<file path="config.mk">
export PLATFORM = sky130hd
export DESIGN_NAME = id_ex_decode_stage
export DESIGN_NICKNAME = d
export VERILOG_FILES = /design/src/rtl/id_ex_decode_stage.sv
export SDC_FILE = /design/constraint.sdc
export NUM_CORES = 1
export LEC_CHECK = 0
export ABC_AREA = 1
export CAP_MARGIN = 10
export CORE_MARGIN = 4
export CORE_UTILIZATION = 47
export DETAILED_ROUTE_END_ITERATION = 12
export PLACE_DENSITY = 0.95
export SETUP_SLACK_MARGIN = 0.02
export SLEW_MARGIN = 30
export SYNTH_ARGS = -nofsm -noshare
export SYNTH_HDL_FRONTEND = slang
export SYNTH_SLANG_ARGS = --single-unit
</file>
<file path="constraint.sdc">
create_clock -name clk -period 4.2 [get_ports clk]
set_input_delay 0.63 -clock clk [delete_from_list [all_inputs] [get_ports clk]]
set_output_delay 0.63 -clock clk [all_outputs]
set_load 0.02 [all_outputs]
</file>
<file path="src/rtl/id_ex_decode_stage.sv">
// id_ex_decode_stage
// Registered MIPS decode stage: decodes the ID instruction word, detects
// load-use hazards against the instruction held in EX, inserts bubbles on
// hazards or redirect flushes, and counts stall cycles with a saturating
// counter. All ex_* outputs come straight from the ID/EX register.
module id_ex_decode_stage #(
  parameter int unsigned DATA_W  = 32,
  parameter int unsigned ALUOP_W = 4,
  parameter int unsigned CNT_W   = 16,
  parameter logic [4:0]  SYS_RA  = 5'd2,
  parameter logic [4:0]  SYS_RB  = 5'd4
) (
  input  logic               clk,
  input  logic               rst,
  input  logic               id_valid,
  input  logic [31:0]        id_ir,
  input  logic               flush,
  output logic               id_stall,
  output logic               ex_valid,
  output logic [ALUOP_W-1:0] ex_aluop,
  output logic               ex_dmload,
  output logic               ex_dmstr,
  output logic               ex_dmsel,
  output logic [4:0]         ex_ra,
  output logic [4:0]         ex_rb,
  output logic [4:0]         ex_rs,
  output logic [4:0]         ex_rt,
  output logic [5:0]         ex_op,
  output logic [5:0]         ex_funct,
  output logic [DATA_W-1:0]  ex_imm_ext,
  output logic [CNT_W-1:0]   stall_cnt
);

  // Contents of the ID/EX pipeline register.
  typedef struct packed {
    logic               valid;
    logic [ALUOP_W-1:0] aluop;
    logic               dmload;
    logic               dmstr;
    logic               dmsel;
    logic [4:0]         ra;
    logic [4:0]         rb;
    logic [4:0]         rs;
    logic [4:0]         rt;
    logic [5:0]         op;
    logic [5:0]         funct;
    logic [DATA_W-1:0]  imm_ext;
  } ex_reg_t;

  ex_reg_t          ex_q;
  ex_reg_t          ex_d;
  logic [CNT_W-1:0] stall_cnt_q;
  logic [CNT_W-1:0] stall_cnt_d;

  logic [5:0]         dec_op;
  logic [5:0]         dec_funct;
  logic [4:0]         dec_rs;
  logic [4:0]         dec_rt;
  logic [4:0]         dec_ra;
  logic [4:0]         dec_rb;
  logic [3:0]         dec_alu4;
  logic [ALUOP_W-1:0] dec_aluop;
  logic               dec_load;
  logic               dec_store;
  logic               dec_syscall;
  logic               dec_zext;
  logic [DATA_W-1:0]  dec_imm;
  logic               haz;

  assign dec_op      = id_ir[31:26];
  assign dec_funct   = id_ir[5:0];
  assign dec_rs      = id_ir[25:21];
  assign dec_rt      = id_ir[20:16];
  assign dec_load    = (dec_op == 6'h23) || (dec_op == 6'h24);
  assign dec_store   = (dec_op == 6'h2b);
  assign dec_syscall = (dec_op == 6'h00) && (dec_funct == 6'h0c);
  assign dec_zext    = (dec_op == 6'h0c) || (dec_op == 6'h0d) || (dec_op == 6'h0e);

  // ALU operation: R-type selects on funct, everything else on the opcode.
  always_comb begin
    dec_alu4 = 4'h0;
    if (dec_op == 6'h00) begin
      case (dec_funct)
        6'h02:        dec_alu4 = 4'h2;
        6'h03:        dec_alu4 = 4'h1;
        6'h06:        dec_alu4 = 4'h2;
        6'h20, 6'h21: dec_alu4 = 4'h5;
        6'h22:        dec_alu4 = 4'h6;
        6'h24:        dec_alu4 = 4'h7;
        6'h25:        dec_alu4 = 4'h8;
        6'h26:        dec_alu4 = 4'h9;
        6'h27:        dec_alu4 = 4'ha;
        6'h2a:        dec_alu4 = 4'hb;
        6'h2b:        dec_alu4 = 4'hc;
        default:      dec_alu4 = 4'h0;
      endcase
    end else begin
      case (dec_op)
        6'h01:        dec_alu4 = 4'hb;
        6'h04, 6'h05: dec_alu4 = 4'h9;
        6'h08, 6'h09: dec_alu4 = 4'h5;
        6'h0a:        dec_alu4 = 4'hb;
        6'h0c:        dec_alu4 = 4'h7;
        6'h0d:        dec_alu4 = 4'h8;
        6'h0e:        dec_alu4 = 4'h9;
        6'h2b:        dec_alu4 = 4'h5;
        default:      dec_alu4 = 4'h0;
      endcase
    end
  end

  // Widen the 4-bit ALU code to the configured output width.
  always_comb begin
    dec_aluop      = '0;
    dec_aluop[3:0] = dec_alu4;
  end

  // Register read selects; syscall reads its fixed argument registers.
  always_comb begin
    dec_ra = dec_rs;
    dec_rb = dec_rt;
    if (dec_syscall) begin
      dec_ra = SYS_RA;
      dec_rb = SYS_RB;
    end
  end

  // Immediate: logical ops zero-extend, all others sign-extend.
  always_comb begin
    dec_imm       = {DATA_W{id_ir[15] & ~dec_zext}};
    dec_imm[15:0] = id_ir[15:0];
  end

  // A load in EX whose destination is read by the ID instruction must wait one cycle.
  assign haz = ex_q.valid & ex_q.dmload & id_valid &
               (((ex_q.rt == dec_ra) && (dec_ra != 5'd0)) ||
                ((ex_q.rt == dec_rb) && (dec_rb != 5'd0)));

  assign id_stall = haz & ~flush;

  // Next ID/EX contents and stall count; flush and hazard both produce a bubble.
  always_comb begin
    ex_d        = '0;
    stall_cnt_d = stall_cnt_q;
    if (!flush && !haz && id_valid) begin
      ex_d.valid   = 1'b1;
      ex_d.aluop   = dec_aluop;
      ex_d.dmload  = dec_load;
      ex_d.dmstr   = dec_store;
      ex_d.dmsel   = dec_load | dec_store;
      ex_d.ra      = dec_ra;
      ex_d.rb      = dec_rb;
      ex_d.rs      = dec_rs;
      ex_d.rt      = dec_rt;
      ex_d.op      = dec_op;
      ex_d.funct   = dec_funct;
      ex_d.imm_ext = dec_imm;
    end
    if (id_stall && (stall_cnt_q != {CNT_W{1'b1}})) begin
      stall_cnt_d = stall_cnt_q + CNT_W'(1);
    end
  end

  // ID/EX register and stall counter with synchronous reset.
  always_ff @(posedge clk) begin
    if (rst) begin
      ex_q        <= '0;
      stall_cnt_q <= '0;
    end else begin
      ex_q        <= ex_d;
      stall_cnt_q <= stall_cnt_d;
    end
  end

  assign ex_valid   = ex_q.valid;
  assign ex_aluop   = ex_q.aluop;
  assign ex_dmload  = ex_q.dmload;
  assign ex_dmstr   = ex_q.dmstr;
  assign ex_dmsel   = ex_q.dmsel;
  assign ex_ra      = ex_q.ra;
  assign ex_rb      = ex_q.rb;
  assign ex_rs      = ex_q.rs;
  assign ex_rt      = ex_q.rt;
  assign ex_op      = ex_q.op;
  assign ex_funct   = ex_q.funct;
  assign ex_imm_ext = ex_q.imm_ext;
  assign stall_cnt  = stall_cnt_q;

endmodule
</file>
==> qor.log, run 1 <==
qor: placed_design.numPlacedInstances 583
qor: timing.timing.final.setup_violations 0
qor: detailed_routing.detail-route-antenna-nets 0
qor: hold_path.worst_hold_path.num_cells 2
qor: timing.maxSlewHeadroom 43.6%
qor: detailed_routing.firstDrtPassIters 4
qor: status.outcome finished, final reports clean
qor: cts.cts_setup_buffers 0
qor: cells_and_area.syn_to_final_growth 41.0%
qor: critical_path.cp.arrival 3.15 ns
qor: synthesis.predominant_post_synthesis_flop_cell dfxtp_1
qor: cts.cts-root-to-sink-buffers 2
qor: placed_design.detailed_place.area 0.00422 mm²
qor: grt.antenna_violations_before_repair 0
qor: power.peakVddDrop 168 µV
qor: run.maxCapViolCount 0
qor: grt.remaining_global_route_overflow 0
qor: power.switching_power 315 µW
qor: cells_and_area.final-instance-count-excl-fill 598
qor: cts.cts_htree_levels 3
qor: power.power.share.clock 35.9%
qor: timing.min_period 3.78 ns
qor: power.combPwrFrac 12.3%
qor: timing.clock-skew-final 0.00877 ns
qor: detailed_routing.detail_route.wirelength 7.99 mm
qor: cts.clk_latency 0.32 ns
qor: critical_path.critical_path_peak_fanout 24
qor: cts.clk_root_buffer_cell clkbuf_8
qor: detailed_routing.route.detailed.drc 0
qor: cts.cts_tree done
qor: placed_design.place_hpwl 6.01 mm
qor: synthesis.synthesis.nets 450
qor: hold_path.min_to stall_cnt[3]
qor: cts.clkSinkCount 67
qor: detailed_routing.drt-vias-per-instance 4.93
qor: cts.cts-resized-gates 0
qor: timing.final.setup.tns 0 ns
qor: placed_design.routabilityCongestion 0.946
qor: critical_path.cp.buffers_inverters 3
qor: critical_path.critical-path-top-delay-family simple AND/OR/NAND/NOR gates
qor: cells_and_area.antennaDiodeCount 0
qor: detailed_routing.drt_iter0_drc 135
qor: cts.cts_made_buffers 9
qor: timing.hold-worst-slack 0.511 ns
qor: power.total_leakage_power 0.00182 µW
qor: cells_and_area.finalInstanceArea 0.00438 mm²
qor: cells_and_area.finish.net_count 554
qor: synthesis.synth_async_sr_flop_share 0%
qor: die.io_pins 125
qor: critical_path.cpMaxStageDelayCell clkdlybuf4s50_1
qor: grt.grt_pass1_vias 2914
qor: placed_design.port_buffers 124
qor: synthesis.synth_edf_count 0
qor: cells_and_area.final.fill_count 514
qor: critical_path.endpoint_of_the_worst_slack_reg_to_reg_timing_path ex_imm_ext[16]
qor: critical_path.timing.critical_path.to_type output pin
qor: critical_path.setup.reg_to_reg.worst_slack 2.14 ns
qor: synthesis.seq_area_frac_synth 43.2%
qor: detailed_routing.wire_per_inst 13.4 µm
qor: critical_path.setup.worst_path.start_class input port
qor: critical_path.path_class input port to output pin
qor: power.power_frac_seq 51.8%
qor: power.p_sw_share 25.0%
qor: die.initial_utilization 48.6%
qor: timing.final-hold-violation-count 0
qor: detailed_routing.route.vias.total 2949
qor: synthesis.postSynthCellCount 413
qor: critical_path.regToRegStartpoint ex_rt[1]
qor: synthesis.synth.avg_cell_area 7.52 µm²
qor: synthesis.synthDistinctLibCells 38
qor: power.p_int 945 µW
qor: die.die_w 89.3 µm
qor: cts.cts.hold.buffers_added 0
qor: timing.final.period_utilization 90.1%
qor: power.power.density 288 mW/mm²
qor: grt.global_route_wire_length_before_repair 12.9 mm
qor: power.power 1260 µW
qor: die.floorplan.core_area 0.00639 mm²
qor: grt.maximum_number_of_pins_on_one_net_before_global_route_repair 29
qor: cells_and_area.drive_gt1_share 8.64%
qor: die.fp.dieArea 0.00797 mm²
qor: die.fp.dieH 89.3 µm
qor: timing.fmax 264 MHz
qor: die.std_cell_rows 29
qor: critical_path.critical_path.cell_chain clkdlybuf4s50_1, nor2_2, nand2_1, nor2_4, nand2_4, nand3_1, nand2_1, nor2_1, nand3_1, nand2_2, nand3_4, inv_1, clkdlybuf4s50_1
qor: critical_path.cp_slowest_stage_delay 0.60 ns
qor: cts.path_clk_slew 0.07 ns
qor: timing.final_max_slew_viol_count 0
qor: synthesis.yosys_warnings 0
qor: critical_path.required 3.57 ns
qor: synthesis.synthesis.area 0.00311 mm²
qor: hold_path.hp-class flop to flop
qor: grt.global_route.usage.total 20.5%
qor: synthesis.ys_seq_elements 67
qor: timing.rsz0062_at_grt no
qor: critical_path.worstRegToRegCells 11
qor: hold_path.launch_point_of_the_worst_hold_path stall_cnt[3]
qor: timing.worst-slew-pin-transition 0.843 ns
==> synth_stat cells, types with 2 or more instances <==
master,n,area share [%]
nand2_2,11,2.2
nand3b_1,2,0.48
nor2_4,2,0.72
o21ai_0,2,0.32
xor2_1,11,3.1
nor2_2,2,0.40
nand3_1,23,3.7
a31oi_1,3,0.60
nor2_1,63,7.6
a21oi_2,10,2.8
nor3_1,9,1.4
nor4_1,5,1.0
dfxtp_1,67,43
buf_6,2,0.72
xnor2_1,3,0.85
a21oi_1,12,1.9
buf_2,6,0.97
inv_1,58,7.0
nand2_1,82,9.9
nand3_2,2,0.64
buf_4,21,5.1
==> power by group through the flow <==
stage          registers [µW]  clock network (µW)  logic (µW)
2_1_floorplan             681                   0        62.7
3_3_place_gp              666                   0         150
3_5_place_dp              667                   0         154
4_1_cts                   652                 468         155
5_1_grt                   653                 495         168
6_report                  652                 452         155
==> tightest hold or removal path, cell delays in order (launching register included) <==
cell and delay [ns]:
dfxtp_1 0.34, nand2_1 0.07, a21oi_1 0.06
==> state kept, by name, summed over array words and instances, names as in the netlist <==
| register | flops |
|---|---|
| stall_cnt | 16 |
| ex_dmsel | 1 |
| ex_dmload | 1 |
| ex_dmstr | 1 |
| ex_valid | 1 |
| ex_rb | 5 |
| ex_funct | 5 |
| ex_rt | 5 |
| ex_op | 6 |
| ex_ra | 5 |
| ex_aluop | 4 |
| ex_imm_ext | 12 |
| ex_rs | 5 |
==> routing by layer <==
metal	global-route usage [%]	part of all wire, %	vias up
met5	0	0	-
met4	8.39	1.7	0
met3	5.07	6.5	14
met2	37.6	54	108
met1	22.4	38	1353
li1	-	-	1474
==> per-stage QoR <==
step           setup slack [ns]  utilization, %
2_1_floorplan              1.70               -
3_3_place_gp              0.594            66.1
3_5_place_dp              0.487            66.1
4_1_cts                   0.431            68.6
5_1_grt                   0.251            68.6
6_report                  0.415            68.6
==> placed cells by master, fill, tap and decap left out, drive strengths merged <==
| cell | instances |
|---|---|
| a21oi | 22 |
| a31oi | 3 |
| and3 | 1 |
| buf | 1 |
| clkbuf | 12 |
| clkdlybuf4s50 | 124 |
| clkinv | 3 |
| dfxtp | 67 |
| ha | 1 |
| inv | 58 |
| nand2 | 94 |
| nand3 | 26 |
| nand3b | 2 |
| nand4 | 2 |
| nor2 | 68 |
| nor3 | 9 |
| nor4 | 5 |
| o2111ai | 1 |
| o211ai | 1 |
| o21a | 1 |
| o21ai | 2 |
| o22ai | 1 |
| o311ai | 1 |
| o31ai | 1 |
| o41ai | 1 |
| xnor2 | 3 |
| xor2 | 11 |
==> worst max-delay path by stage <==
stage	startpoint	end	slack (ns)	cells after the start
2_1_floorplan	id_ir[31]	id_stall	1.70	12
3_3_place_gp	id_ir[31]	id_stall	0.59	13
3_5_place_dp	id_ir[31]	id_stall	0.49	13
4_1_cts	id_ir[31]	id_stall	0.43	13
5_1_grt	id_ir[27]	id_stall	0.25	13
6_report	id_ir[31]	id_stall	0.42	13
==> final cells by class <==
| type | instances | area, µm² | area share [%] |
|---|---|---|---|
| clock inverters | 3 | 15.0 | 0.343 |
| flip-flops and latches | 67 | 1340 | 30.6 |
| repair buffers | 125 | 1250 | 28.5 |
| inverters | 58 | 218 | 4.97 |
| well taps | 77 | 96.3 | 2.20 |
| multi-input cells | 256 | 1320 | 30.0 |
| clock buffers | 12 | 145 | 3.31 |
==> logic make-up after synthesis <==
family / count (synthesis) / synth area share [%]
AND/OR/NAND/NOR: 207 / 30.5
XOR/XNOR: 14 / 3.95
buffers and inverters: 90 / 14.5
adder cells (fa/ha/maj): 1 / 0.403
AO/OA/AOI/OAI: 34 / 7.45
flip-flops: 67 / 43.2
No activity file was read; power rests on OpenSTA's default activity.
==> run 2, diff against run 1 <==
--- a/config.mk
+++ b/config.mk
@@ -12,7 +12,8 @@
 export DETAILED_ROUTE_END_ITERATION = 12
 export PLACE_DENSITY = 0.95
 export SETUP_SLACK_MARGIN = 0.02
-export SLEW_MARGIN = 30
+export SKIP_LAST_GASP = 1
+export SLEW_MARGIN = 40
 export SYNTH_ARGS = -nofsm -noshare
 export SYNTH_HDL_FRONTEND = slang
 export SYNTH_SLANG_ARGS = --single-unit
==> run 2 against run 1 <==
Fmax barely moved. Clock-buffer cell count did not move. Non-clock buffer count did not move. Final cell count did not move. Die area did not move. Global-route usage did not move. Worst setup slack improved by 0.0018 ns. Critical path type unchanged. Via count rose by 0.34%. Sequential power barely moved. Clock skew rose by 0.0016 ns. Sequential share of layout area barely moved. Flip-flop and latch count did not move.
==> qor.log, run 2 (synthesis results as in run 1) <==
qor: die.floorplan.core_area 0.00639 mm²
qor: detailed_routing.wire_per_inst 13.3 µm
qor: power.total_leakage_power 0.00182 µW
qor: die.fp.dieArea 0.00797 mm²
qor: critical_path.critical_path_peak_fanout 24
qor: critical_path.cp_slowest_stage_delay 0.60 ns
qor: critical_path.timing.critical_path.to_type output pin
qor: power.power.density 288 mW/mm²
qor: critical_path.required 3.57 ns
qor: placed_design.detailed_place.area 0.00422 mm²
qor: placed_design.port_buffers 124
qor: power.power 1260 µW
qor: cts.path_clk_slew 0.07 ns
qor: timing.final-hold-violation-count 0
qor: detailed_routing.detail_route.wirelength 7.96 mm
qor: grt.maximum_number_of_pins_on_one_net_before_global_route_repair 29
qor: die.initial_utilization 48.6%
qor: timing.rsz0062_at_grt no
qor: grt.grt_pass1_vias 2914
qor: cts.cts-resized-gates 0
qor: cts.cts-root-to-sink-buffers 2
qor: cells_and_area.final-instance-count-excl-fill 598
qor: timing.fmax 264 MHz
qor: cts.clk_root_buffer_cell clkbuf_8
qor: detailed_routing.drt-vias-per-instance 4.95
qor: run.maxCapViolCount 0
qor: cts.clk_latency 0.33 ns
qor: die.die_w 89.3 µm
qor: cells_and_area.syn_to_final_growth 40.8%
qor: timing.maxSlewHeadroom 69.0%
qor: detailed_routing.firstDrtPassIters 4
qor: cells_and_area.fin_util 68.5%
qor: cts.cts_htree_levels 3
qor: cts.cts_tree done
qor: detailed_routing.drt_iter0_drc 172
qor: critical_path.cpMaxStageDelayCell clkdlybuf4s50_1
qor: die.fp.dieH 89.3 µm
qor: detailed_routing.route.vias.total 2959
qor: timing.min_period 3.78 ns
qor: timing.final.setup.tns 0 ns
qor: hold_path.hp-class flop to flop
qor: cells_and_area.finish.net_count 554
qor: status.outcome finished, final reports clean
qor: timing.final.period_utilization 90.1%
qor: grt.global_route_wire_length_before_repair 12.9 mm
qor: die.std_cell_rows 29
qor: power.peakVddDrop 168 µV
qor: cts.clkSinkCount 67
qor: placed_design.place_hpwl 6.01 mm
qor: timing.clock-skew-final 0.0104 ns
qor: die.io_pins 125
qor: cells_and_area.final.fill_count 514
qor: critical_path.setup.worst_path.start_class input port
qor: timing.final_max_slew_viol_count 0
qor: timing.timing.final.setup_violations 0
qor: cells_and_area.antennaDiodeCount 0
qor: critical_path.path_class input port to output pin
qor: detailed_routing.route.detailed.drc 0
qor: cts.cts.hold.buffers_added 0
qor: cells_and_area.finalInstanceArea 0.00437 mm²
qor: cells_and_area.drive_gt1_share 8.83%
qor: grt.antenna_violations_before_repair 0
qor: timing.worst-slew-pin-transition 0.458 ns
qor: placed_design.numPlacedInstances 583
qor: cells_and_area.most-common-layout-cells clkdlybuf4s50_1 (123), nand2_1 (82), dfxtp_1 (67)
qor: cells_and_area.mostFrequentLayoutCell clkdlybuf4s50_1
qor: critical_path.critical_path.cell_chain clkdlybuf4s50_1, nor2_2, nand2_1, nor2_4, nand2_4, nand3_1, nand2_1, nor2_1, nand3_1, nand2_2, nand3_4, inv_1, clkdlybuf4s50_1
qor: grt.remaining_global_route_overflow 0
qor: cells_and_area.flip_flop_count_of_the_largest_register_all_copies_and_words_added 16
qor: grt.global_route.usage.total 20.5%
qor: placed_design.routabilityCongestion 0.946
qor: critical_path.cp.arrival 3.15 ns
qor: cts.cts_setup_buffers 0
qor: cts.cts_made_buffers 9
qor: detailed_routing.detail-route-antenna-nets 0
==> run 2: worst max-delay path, delay by kind of cell <==
family	cells	cell delay, ns
buf+inv	3	1.14
simple gates	10	1.38
==> run 2: power by group <==
group | switching (µW) | internal (µW) | total (µW) | leakage [µW]
registers | 5.45 | 647 | 652 | 0.000543
logic | 82.2 | 72.5 | 155 | 0.00119
clock network | 228 | 225 | 453 | 0.0000860
total | 316 | 944 | 1260 | 0.00182
==> run 2: per-stage QoR <==
stage	worst slack (ns)	hold WS [ns]
floorplan	1.70	0.565
global placement	0.594	0.481
detailed placement	0.487	0.505
CTS	0.431	0.516
global route	0.251	0.539
finish	0.417	0.512
==> run 2: layout make-up <==
| type | instances | area, µm² | area share [%] |
|---|---|---|---|
| well taps | 77 | 96.3 | 2.20 |
| repair buffers | 125 | 1240 | 28.4 |
| clock inverters | 3 | 15.0 | 0.343 |
| inverters | 58 | 218 | 4.98 |
| clock buffers | 12 | 145 | 3.32 |
| flip-flops and latches | 67 | 1340 | 30.7 |
| multi-input cells | 256 | 1320 | 30.1 |
==> run 2: path summary, 6_finish.rpt <==
kind | startpoint | to | slack, ns | cells after the start
hold / removal | stall_cnt[3] | stall_cnt[3] | 0.51 | 2
setup / recovery | id_ir[31] | id_stall | 0.42 | 13
hold reg to reg | stall_cnt[3] | stall_cnt[3] | 0.51 | 2
setup reg to reg | ex_rt[1] | ex_imm_ext[16] | 2.14 | 11
==> run 2: per-layer routing <==
metal / vias to the layer above / part of all wire (%) / GRT usage, %
met4: 0 / 2.5 / 8.39
met5: - / 0 / 0
met3: 26 / 6.7 / 5.07
met1: 1343 / 38 / 22.4
li1: 1473 / - / -
met2: 117 / 53 / 37.6
==> patch 1, RTL diff (config.mk and constraints of run 1) <==
Set the parameter `ALUOP_W` to 6 (it was 4).
--- a/src/rtl/id_ex_decode_stage.sv
+++ b/src/rtl/id_ex_decode_stage.sv
@@ -7,3 +7,3 @@
   parameter int unsigned DATA_W  = 32,
-  parameter int unsigned ALUOP_W = 4,
+  parameter int unsigned ALUOP_W = 6,
   parameter int unsigned CNT_W   = 16,
Interface: changed (resized ex_aluop); port bits go from 125 to 127. No check against the original RTL was run, so the function may have changed too.
==> patch 1 against run 1 <==
Global-route usage is 0.38 points higher; sequential cell count stayed put; total power is 6.1% higher; die area is 0.55% higher; area after synthesis is 0.60% higher; cell area is 1.1% higher; wire length is 2.8% higher; setup slack better by 0.066 ns; via count is 0.78% higher; largest cell class unchanged; largest power group unchanged.
==> patch 1: results (changes against run 1) <==
status completed; placed cell count 586 (+0.51%); sw power 0.000329 W (+4.3%); reg-to-reg slack, setup 2.21 ns (+0.07 ns); WL/cell 13.6 um (+2.1%); met1 GRT Util 23.9% (+1.5 points); top post-synthesis cells by area dfxtp_1 43%, nand2_1 9.8%, nor2_1 7.6%; cells on worst reg2reg path 9 (-2); vias in the first global route 2871 (-1.5%); routed wire length 8220 um (+2.8%); setup slack at placement 0.507 ns (+0.0199 ns); fillcell total 509 (-0.97%); Unique masters post-synth 39 (+2.6%); leakage power 1.84 nW (+1.3%); clk cell area share 4.38% (+0.72 points); ratio of cells with drive above 1 in the final layout 9.14% (+0.51 points); multi-input logic area 0.00132 sq mm (+0.57%); met2 GRT Util 37.0% (-0.67 points); Clock buffer cells 11 (-1); multi-input combinational cell count 258 (+0.78%); DRT iter0 DRCs 174 (+29%); WHS Endpoint stall_cnt[15]; VDD IR max 0.000257 V (+53%); wire length on met1 3180 um (+4.3%); worst r2r src ex_rt[2]; met3 routed WL 655 um (+26%); Synth Instances 416 (+0.73%); register area share after synthesis 42.9% (-0.26 points); non-clock buffer count 126 (+0.80%); Post-DP HPWL 6160 um (+2.5%); Critical Path AT 3.09 ns (-0.06 ns); first-pass GRT wire length 13000 um (+1.4%); switch share 24.6% (-0.42 points); vias per cell 4.94 (+0.11%)
[patch 1: cell count changes in the layout (fill, tap and decap cells not counted), sizes merged]
cell / before / now
conb: 0 / 2
buf: 1 / 2
bufinv: 0 / 1
clkbuf: 12 / 11
clkinvlp: 0 / 1
[patch 1: worst max-delay path, stage by stage]
cell             delay, ns
clkdlybuf4s50_1       0.51
nor2_2                0.18
nand2_1               0.11
nor2_4                0.16
nand2_4               0.18
nand3_1               0.14
nand2_1               0.07
nor2_1                0.09
nand3_1               0.08
nand2_2               0.12
nand3_4               0.10
inv_1                 0.09
clkdlybuf4s50_1       0.60
[patch 1: worst max path at each step]
stage,slack (ns),cells past startpoint,start,to
after floorplan,1.70,12,id_ir[31],id_stall
after global placement,0.59,13,id_ir[31],id_stall
after detailed placement,0.51,13,id_ir[27],id_stall
after CTS,0.48,13,id_ir[27],id_stall
after global routing,0.26,13,id_ir[27],id_stall
final,0.48,13,id_ir[26],id_stall
==> patch 2, RTL diff (settings of run 1) <==
Made on the original files. Reset style: asynchronous (`rst`), changed in one clocked block. Comments in the files are not updated.
--- a/src/rtl/id_ex_decode_stage.sv
+++ b/src/rtl/id_ex_decode_stage.sv
@@ -164,3 +164,3 @@
   // ID/EX register and stall counter with synchronous reset.
-  always_ff @(posedge clk) begin
+  always_ff @(posedge clk or posedge rst) begin
     if (rst) begin
Formal check against the unedited RTL: differs if rst is asserted again (counterexample within 4 cycles, from zero or initial values and one cycle with rst high); with rst held inactive, the same outputs for 10 cycles.
==> patch 2 against run 1 <==
Fmax grew 0.46%; count of clock-buffer cells in the layout shrank 1; die area grew 8.8%; sequential cell count is the same; total power grew 14%; hold slack gained 0.0069 ns; sequential share of layout area grew 4.5 points; area after synthesis grew 9.7%; setup slack gained 0.017 ns; cell area grew 9.0%; register-to-register slack gained 0.04 ns; wire length grew 7.7%; critical endpoint unchanged.
==> patch 2: results (changes against run 1) <==
Logic pwr share 14.2% (+1.9 points); routed wire length 8610 um (+7.7%); Hold Crit Start stall_cnt[8]; fillcell total 561 (+9.1%); largest net degree at the start of global routing 45 (+55%); vias 3074 (+4.2%); met1 GRT Util 23.2% (+0.80 points); cells on worst reg2reg path 10 (-1); met2 GRT Util 37.3% (-0.39 points); Rel. slew slack 50.8% (+7.2 points); FFs w/ async S/R, synth 100% (+100 points); Post-Syn Nets 461 (+2.4%); first-pass GRT wire length 14400 um (+12%); crit path launch id_ir[29]; worst setup slack after layout 0.433 ns (+0.0174 ns); Post-DP HPWL 6740 um (+12%); top post-synthesis cells by area dfrtp_1 49%, nand2_1 12%, nor2_1 8.3%; wire length on met1 3300 um (+8.3%); Nets 569 (+2.7%); Unique masters post-synth 29 (-24%); GRT Overall Usage 20.8% (+0.33 points); seq pwr 0.000670 W (+3%); met3 routed WL 712 um (+37%); max reg flops 17 (+1); VDD IR max 0.000202 V (+20%); reg-to-reg slack, setup 2.18 ns (+0.04 ns); Synth Instances 424 (+2.7%); placed cell count 617 (+5.8%); Crit path max-delay family buffers and inverters; ratio of cells with drive above 1 in the final layout 5.96% (-2.7 points); worst r2r src ex_rt[2]; Critical Path AT 3.14 ns (about the same); status completed; register area share after synthesis 49.2% (+6.0 points); setup slack at placement 0.443 ns (-0.0445 ns); sw power 0.000355 W (+13%); DRT iter0 DRCs 141 (+4.4%); leakage power 2.38 nW (+31%); WHS Endpoint stall_cnt[8]; vias per cell 4.86 (-1.5%); top post-synthesis cells by count 105 x nand2_1, 75 x nor2_1, 67 x dfrtp_1, 59 x inv_1, 31 x nand3_1; Pwr Density 302 mW/mm^2 (+4.9%); Most used DFF post-synth dfrtp_1
-- patch 2: changes by cell type after synthesis, sizes merged, moves of 2 or more --
cell / change
dfrtp: +67
dfxtp: -67
nand2: +15
a21oi: -14
nor2: +12
nand3: +6
xnor2: +5
xor2: -5
inv: +4
a31oi: -3
nor3: -3
nand3b: -2
nand4: +2
nor4: -2
-- patch 2: cells by family (layout without fill, tap and decap cells) --
kind of cell,count (synthesis),count (layout),synth area share [%]
XOR/XNOR,14,14,3.60
AND/OR/NAND/NOR,234,234,30.5
AO/OA/AOI/OAI,15,15,2.68
flip-flops,67,67,49.2
adder cells (fa/ha/maj),1,1,0.367
buffers and inverters,93,206,13.6
-- patch 2: final cells by class --
cell class	instances	area [sq um]	area share, %
clock buffer	11	131	2.75
clock inverter	5	77.6	1.62
inverter	63	238	4.98
multi-input combinational	264	1270	26.5
sequential	67	1680	35.1
tap	96	120	2.52
timing repair buffer	127	1260	26.5
